**config.mk**
```make
export PLATFORM = sky130hd
export DESIGN_NAME = fpu_uni2ieee
export DESIGN_NICKNAME = d
export VERILOG_FILES = /design/src/rtl/fpu_uni_pkg.sv /design/src/rtl/fpu_lzc22.sv /design/src/rtl/fpu_uni2ieee.sv
export SDC_FILE = /design/constraint.sdc
export NUM_CORES = 1
export LEC_CHECK = 0
export BUFFER_PORTS_ARGS = -buffer_cell sky130_fd_sc_hd__clkbuf_2
export CORE_ASPECT_RATIO = 1.75
export CORE_MARGIN = 5
export CORE_UTILIZATION = 57
export DETAILED_ROUTE_END_ITERATION = 10
export PLACE_DENSITY = 0.81
export SKIP_CTS_REPAIR_TIMING = 1
export SKIP_LAST_GASP = 1
export SLEW_MARGIN = 25
export SYNTH_ARGS = -nofsm -noshare
export SYNTH_HDL_FRONTEND = slang
export SYNTH_SLANG_ARGS = --single-unit
```
**constraint.sdc**
```tcl
create_clock -name clk -period 2.4 [get_ports clk]
set_input_delay 0.36 -clock clk [delete_from_list [all_inputs] [get_ports clk]]
set_output_delay 0.36 -clock clk [all_outputs]
set_load 0.005 [all_outputs]
```
**src/rtl/fpu_uni_pkg.sv**
```systemverilog
// Shared widths and word layouts for the FPALU uni format and IEEE-754 binary32.
// Imported by the uni->IEEE output converter and its leading-zero counter.
package fpu_uni_pkg;

  localparam int UNI_EXP_W   = 6;
  localparam int UNI_MAN_W   = 22;
  localparam int LZC_W       = 5;
  localparam int IEEE_EXP_W  = 8;
  localparam int IEEE_FRAC_W = 23;
  localparam int IEEE_BIAS   = 127;

  typedef struct packed {
    logic                 sgn;
    logic [UNI_EXP_W-1:0] exp;
    logic [UNI_MAN_W-1:0] man_dn;
  } uni_t;

  typedef struct packed {
    logic                   sgn;
    logic [IEEE_EXP_W-1:0]  exp;
    logic [IEEE_FRAC_W-1:0] frac;
  } ieee32_t;

  function automatic ieee32_t ieee_signed_zero(input logic sgn);
    ieee32_t z;
    z      = '0;
    z.sgn  = sgn;
    return z;
  endfunction

endpackage : fpu_uni_pkg

```
**src/rtl/fpu_lzc22.sv**
```systemverilog
// Combinational 22-bit leading-zero counter with an all-zero flag.
// The count is 0 when the input is all zero; use zero_o to qualify it.
module fpu_lzc22
  import fpu_uni_pkg::*;
(
  input  logic [UNI_MAN_W-1:0] data_i,
  output logic [LZC_W-1:0]     cnt_o,
  output logic                 zero_o
);

  // NOTE: every output of a combinational block gets a default before any
  // conditional assignment, otherwise synthesis infers a latch.
  always_comb begin
    cnt_o = '0;
    // Ascending scan: the highest set bit is the last one to write the count.
    for (int i = 0; i < UNI_MAN_W; i++) begin
      if (data_i[i]) cnt_o = LZC_W'(UNI_MAN_W - 1 - i);
    end
  end

  assign zero_o = (data_i == '0);

endmodule : fpu_lzc22

```
**src/rtl/fpu_uni2ieee.sv**
```systemverilog
// FPALU output converter: uni (sgn, 6-bit exp, 22-bit denormalised mantissa)
// to IEEE-754 binary32, as a 2-stage valid/ready pipeline (LZC, then pack).
module fpu_uni2ieee
  import fpu_uni_pkg::*;
#(
  parameter int unsigned UNI_BIAS = 31
) (
  input  logic                 clk,
  input  logic                 rst_n,
  input  logic                 din_vld,
  output logic                 din_rdy,
  input  logic                 din_uni_sgn,
  input  logic [UNI_EXP_W-1:0] din_uni_exp,
  input  logic [UNI_MAN_W-1:0] din_uni_man_dn,
  output logic                 dout_vld,
  input  logic                 dout_rdy,
  output logic [31:0]          dout_ieee,
  output logic                 dout_zero
);

  // ---------------------------------------------------------------------------
  // Flow control
  // ---------------------------------------------------------------------------
  logic s1_vld_q;
  logic dout_vld_q;
  logic s1_adv;
  logic s2_adv;

  // din_rdy is combinational from dout_rdy, so a full pipe can take a new word
  // in the same cycle the output word is accepted.
  assign s2_adv  = !dout_vld_q || dout_rdy;
  assign s1_adv  = !s1_vld_q || s2_adv;
  assign din_rdy = s1_adv;

  // ---------------------------------------------------------------------------
  // Stage 1: capture the uni word together with its leading-zero count
  // ---------------------------------------------------------------------------
  uni_t             s1_d;
  uni_t             s1_q;
  logic [LZC_W-1:0] lzc_d;
  logic [LZC_W-1:0] s1_lzc_q;
  logic             zero_d;
  logic             s1_zero_q;

  assign s1_d = '{sgn: din_uni_sgn, exp: din_uni_exp, man_dn: din_uni_man_dn};

  fpu_lzc22 u_lzc (
    .data_i (din_uni_man_dn),
    .cnt_o  (lzc_d),
    .zero_o (zero_d)
  );

  // NOTE: sequential state uses non-blocking assignments so every register
  // samples the pre-edge value of every other register.
  always_ff @(posedge clk or negedge rst_n) begin
    if (!rst_n) begin
      s1_vld_q  <= 1'b0;
      s1_q      <= '0;
      s1_lzc_q  <= '0;
      s1_zero_q <= 1'b0;
    end else if (s1_adv) begin
      s1_vld_q  <= din_vld;
      s1_q      <= s1_d;
      s1_lzc_q  <= lzc_d;
      s1_zero_q <= zero_d;
    end
  end

  // ---------------------------------------------------------------------------
  // Stage 2: normalise and pack
  // ---------------------------------------------------------------------------
  logic [UNI_MAN_W-1:0]  man_sh;
  logic [IEEE_EXP_W-1:0] exp_d;
  ieee32_t               dout_d;
  ieee32_t               dout_ieee_q;
  logic                  dout_zero_q;

  // Shifting by lzc+1 drops the leading one, leaving the hidden-bit fraction.
  assign man_sh = s1_q.man_dn << ({1'b0, s1_lzc_q} + 6'd1);

  // The true exponent lies in 42..189 for any exp and bias in 0..63, so the
  // low 8 bits of the modular sum are exact and always a normal encoding.
  assign exp_d = IEEE_EXP_W'({2'b00, s1_q.exp})
               + IEEE_EXP_W'(IEEE_BIAS)
               - IEEE_EXP_W'(UNI_BIAS)
               - IEEE_EXP_W'({3'b000, s1_lzc_q})
               - IEEE_EXP_W'(1);

  always_comb begin
    dout_d = '{sgn: s1_q.sgn, exp: exp_d, frac: {man_sh, 1'b0}};
    if (s1_zero_q) dout_d = ieee_signed_zero(s1_q.sgn);
  end

  always_ff @(posedge clk or negedge rst_n) begin
    if (!rst_n) begin
      dout_vld_q  <= 1'b0;
      dout_ieee_q <= '0;
      dout_zero_q <= 1'b0;
    end else if (s2_adv) begin
      dout_vld_q  <= s1_vld_q;
      dout_ieee_q <= dout_d;
      dout_zero_q <= s1_zero_q;
    end
  end

  assign dout_vld  = dout_vld_q;
  assign dout_ieee = dout_ieee_q;
  assign dout_zero = dout_zero_q;

endmodule : fpu_uni2ieee
```
==> reports/metrics.csv <==
stage;metric;value;unit
run_status;status;complete, no violations;
pwr;internal_power;2.672;mW
die;die_y;122.1;microns
clock_tree;cts_tree;done;
placed_design;dpl_cell_area;4532;sq um
worst_setup_path;worstRegToRegCells;5;
job;cap_violations;0;
synth;syn-instance-count;419;
route;ant_nets;0;
worst_setup_path;regToRegSetupSlack;0.18;ns
worst_setup_path;cp_cell_sequence;buf_4 > mux4_1 > a21oi_1 > and2b_1 > a221o_1;
sta;worst_slack;0.1771;ns
sta;fin_crit;2.223;ns
pwr;p_leak;2.287;nW
pwr;peakVddDrop;411.2;uV
sta;grt_setup_unrepaired;no;
placed_design;dp_slack;0.2218;ns
synth;ys_types;60;
sta;skew;0.002741;ns
die;coreArea;7131;sq um
pwr;pwr-share-comb;29.2;%
cells_and_area;drive_gt1_share;25.05;%
worst_setup_path;cp.required;2.61;ns
pwr;switching_share;30.19;%
worst_setup_path;cp-start-kind;flip-flop;
synth;synth_area_per_cell;9.777;sq um
worst_setup_path;cp_top_family;multiplexers;
die;die_area;9049;sq um
route;drc;0;
worst_setup_path;critical_path_depth;5;
route;drtIter0Drc;198;
pwr;p_per_area;797.7;nW/um^2
die;num_io_pins;68;
sta;setup_violations;0;
synth;synthArstFlopShare;100.0;%
worst_setup_path;worst_ep_arrival_time;2.44;ns
synth;ys_seq_area_share;42.15;%
cells_and_area;instances_no_fill;573;
worst_setup_path;timing.rr.end;dout_ieee[22];
clock_tree;clockBufferDepth;2;
synth;syn_nets;464;
grt;grt_usage;23.33;%
worst_setup_path;startpoint;s1_lzc_q[0];
synth;synth_seq_cells;69;
worst_setup_path;critPathMaxStageDelay;0.65;ns
sta;worst_pin_slew;0.6954;ns
placed_design;dpl.cell_count;559;
grt;first_global_vias;3448;
grt;antenna_found_initial;0;
pwr;p_sw;1.156;mW
sta;fmax;0.4499;GHz
placed_design;hpwl;7295;microns
sta;period_share;92.62;%
clock_tree;clk_latency;0.33;ns
sta;maxSlewViolCount;0;
cells_and_area;antenna_cells;0;
die;start_util;57.45;%
pwr;sequentialPowerShare;39.8;%
synth;synthFlopType;dfrtp_1;
cells_and_area;area_growth;17.13;%
worst_setup_path;critical_path.slowest_cell;mux4_1;
worst_setup_path;r2r-start;s1_lzc_q[0];
route;finalWirelength;9540;microns
clock_tree;cts-htree-levels;3;
clock_tree;path_clk_slew;0.05;ns
clock_tree;numClockSinks;69;
die;row_count;41;
cells_and_area;fin_area;4798;sq um
die;die_width;74.09;microns
sta;fin_hold_ws;0.07189;ns
synth;synth_edf_count;0;
worst_setup_path;critPathBufInv;1;
pwr;fin_total_pwr;3.827;mW
clock_tree;cts_buffers;9;
pwr;power_frac_clock;30.9;%
synth;syn-cell-area;4096;sq um
hold_path;min_path_type;input port to async pin;
grt;grt_pass1_wl;16180;microns
clock_tree;cts_root_buf;clkbuf_16;
worst_setup_path;crit_fanout;28;
placed_design;portBuffers;66;
grt;grt.overflow.total;0;
route;vias;3399;
placed_design;routabilityCongestion;0.9444;
sta;hold_violations;0;
synth;yosysWarnings;0;
route;wire_per_inst;16.65;microns
sta;setup_tns;0;ns
route;via_per_inst;5.932;
worst_setup_path;end_kind;flip-flop;
grt;grt_start_max_net_pins;41;
cells_and_area;nFillCells;563;
sta;slew_headroom;53.64;%
cells_and_area;regArea;1727;sq um
worst_setup_path;crit_type;flip-flop to flip-flop;
route;dr.pass1.iters;4;
worst_setup_path;critPathCapture;dout_ieee[22];
cells_and_area;final_nets;529;
cells_and_area;fin_util;67.29;%
cells_and_area;multiInputGateArea;2192;sq um
-- cells in the mapped netlist, drive strengths merged, types with 2 or more instances --
cell type | n | share of area, %
xor2 | 2 | 0.89
a21oi | 12 | 1.5
o31a | 2 | 0.43
nand2 | 123 | 11
mux2i | 6 | 1.5
o21ai | 18 | 2.2
a211oi | 3 | 0.67
inv | 14 | 1.3
xnor2 | 6 | 1.6
nor2 | 23 | 2.2
nor4 | 4 | 0.61
and4 | 2 | 0.43
and2 | 2 | 0.31
a22o | 12 | 2.6
a32o | 2 | 0.49
mux2 | 2 | 0.55
a221o | 6 | 1.5
buf | 12 | 1.9
and3 | 2 | 0.31
o31ai | 5 | 0.92
nor3 | 4 | 0.49
a22oi | 3 | 0.55
nand2b | 4 | 0.61
o211ai | 2 | 0.37
clkbuf | 13 | 1.2
nor2b | 6 | 0.92
ha | 11 | 3.4
nand3 | 5 | 0.86
a32oi | 4 | 0.86
o221ai | 2 | 0.43
mux4 | 20 | 11
dfrtp | 69 | 42
-- worst min-delay path by stage --
stage / from / endpoint / slack [ns] / cells past startpoint
floorplan: rst_n / dout_ieee[10] / 0.06 / 0
global placement: rst_n / s1_vld_q / 0.42 / 1
detailed placement: rst_n / s1_vld_q / 0.43 / 1
CTS: rst_n / s1_vld_q / 0.09 / 1
global route: rst_n / s1_vld_q / 0.14 / 1
finish: rst_n / dout_ieee[31] / 0.07 / 1
-- cell type report --
type	instances	area share, %
clock buffer	12	5.346
clock inverter	2	0.2086
inverter	14	1.095
multi-input combinational	311	45.68
sequential	69	35.98
tap	86	2.243
timing repair buffer	79	9.439
-- state kept, by name, indices dropped and copies added, names as in the netlist --
name and flops:
dout_zero 1, s1_lzc_q 5, s1_zero_q 1, s1_vld_q 1, dout_ieee 31, s1_q 29, dout_vld 1
-- power groups by stage --
stage,registers [mW],clock network (mW),logic [mW]
after floorplan,1.52,0,0.720
after global placement,1.53,0,1.09
after detailed placement,1.54,0,1.12
after CTS,1.53,1.20,1.12
after global routing,1.55,1.26,1.25
final,1.53,1.18,1.12
-- routing by layer --
metal	vias to the layer above	GRT usage [%]	wire length, microns
met1	1627	27.35	3724
met4	0	12.93	417
met3	33	4.294	397
met2	116	39.28	5002
li1	1623	-	-
met5	-	0	0
-- logic make-up (layout without fill, tap and decap cells) --
| group | count (synthesis) | count (layout) | share of synthesized area, % |
|---|---|---|---|
| compound gates | 79 | 79 | 14.20 |
| buf+inv | 39 | 107 | 4.398 |
| mux | 28 | 28 | 13.29 |
| xor+xnor | 8 | 8 | 2.535 |
| flops | 69 | 69 | 42.15 |
| fa+ha+maj | 12 | 12 | 3.848 |
| other cells | 1 | 1 | 0.09154 |
| simple gates | 183 | 183 | 19.49 |
-- layout by cell type (no fill, tap or decap), types with 4 or more instances in the layout --
cell type / instances
inv_1: 14
ha_1: 11
a221o_1: 6
nor2b_1: 5
nand2_1: 123
mux2i_1: 6
clkbuf_16: 9
a21oi_1: 12
xnor2_1: 4
dfrtp_1: 69
a22o_1: 12
buf_4: 11
nor2_1: 22
nor4_1: 4
nand2b_1: 4
mux4_2: 17
a32oi_1: 4
o21ai_0: 17
nor3_1: 4
clkbuf_2: 65
o31ai_1: 5
Power figures use the tool's default switching activity.
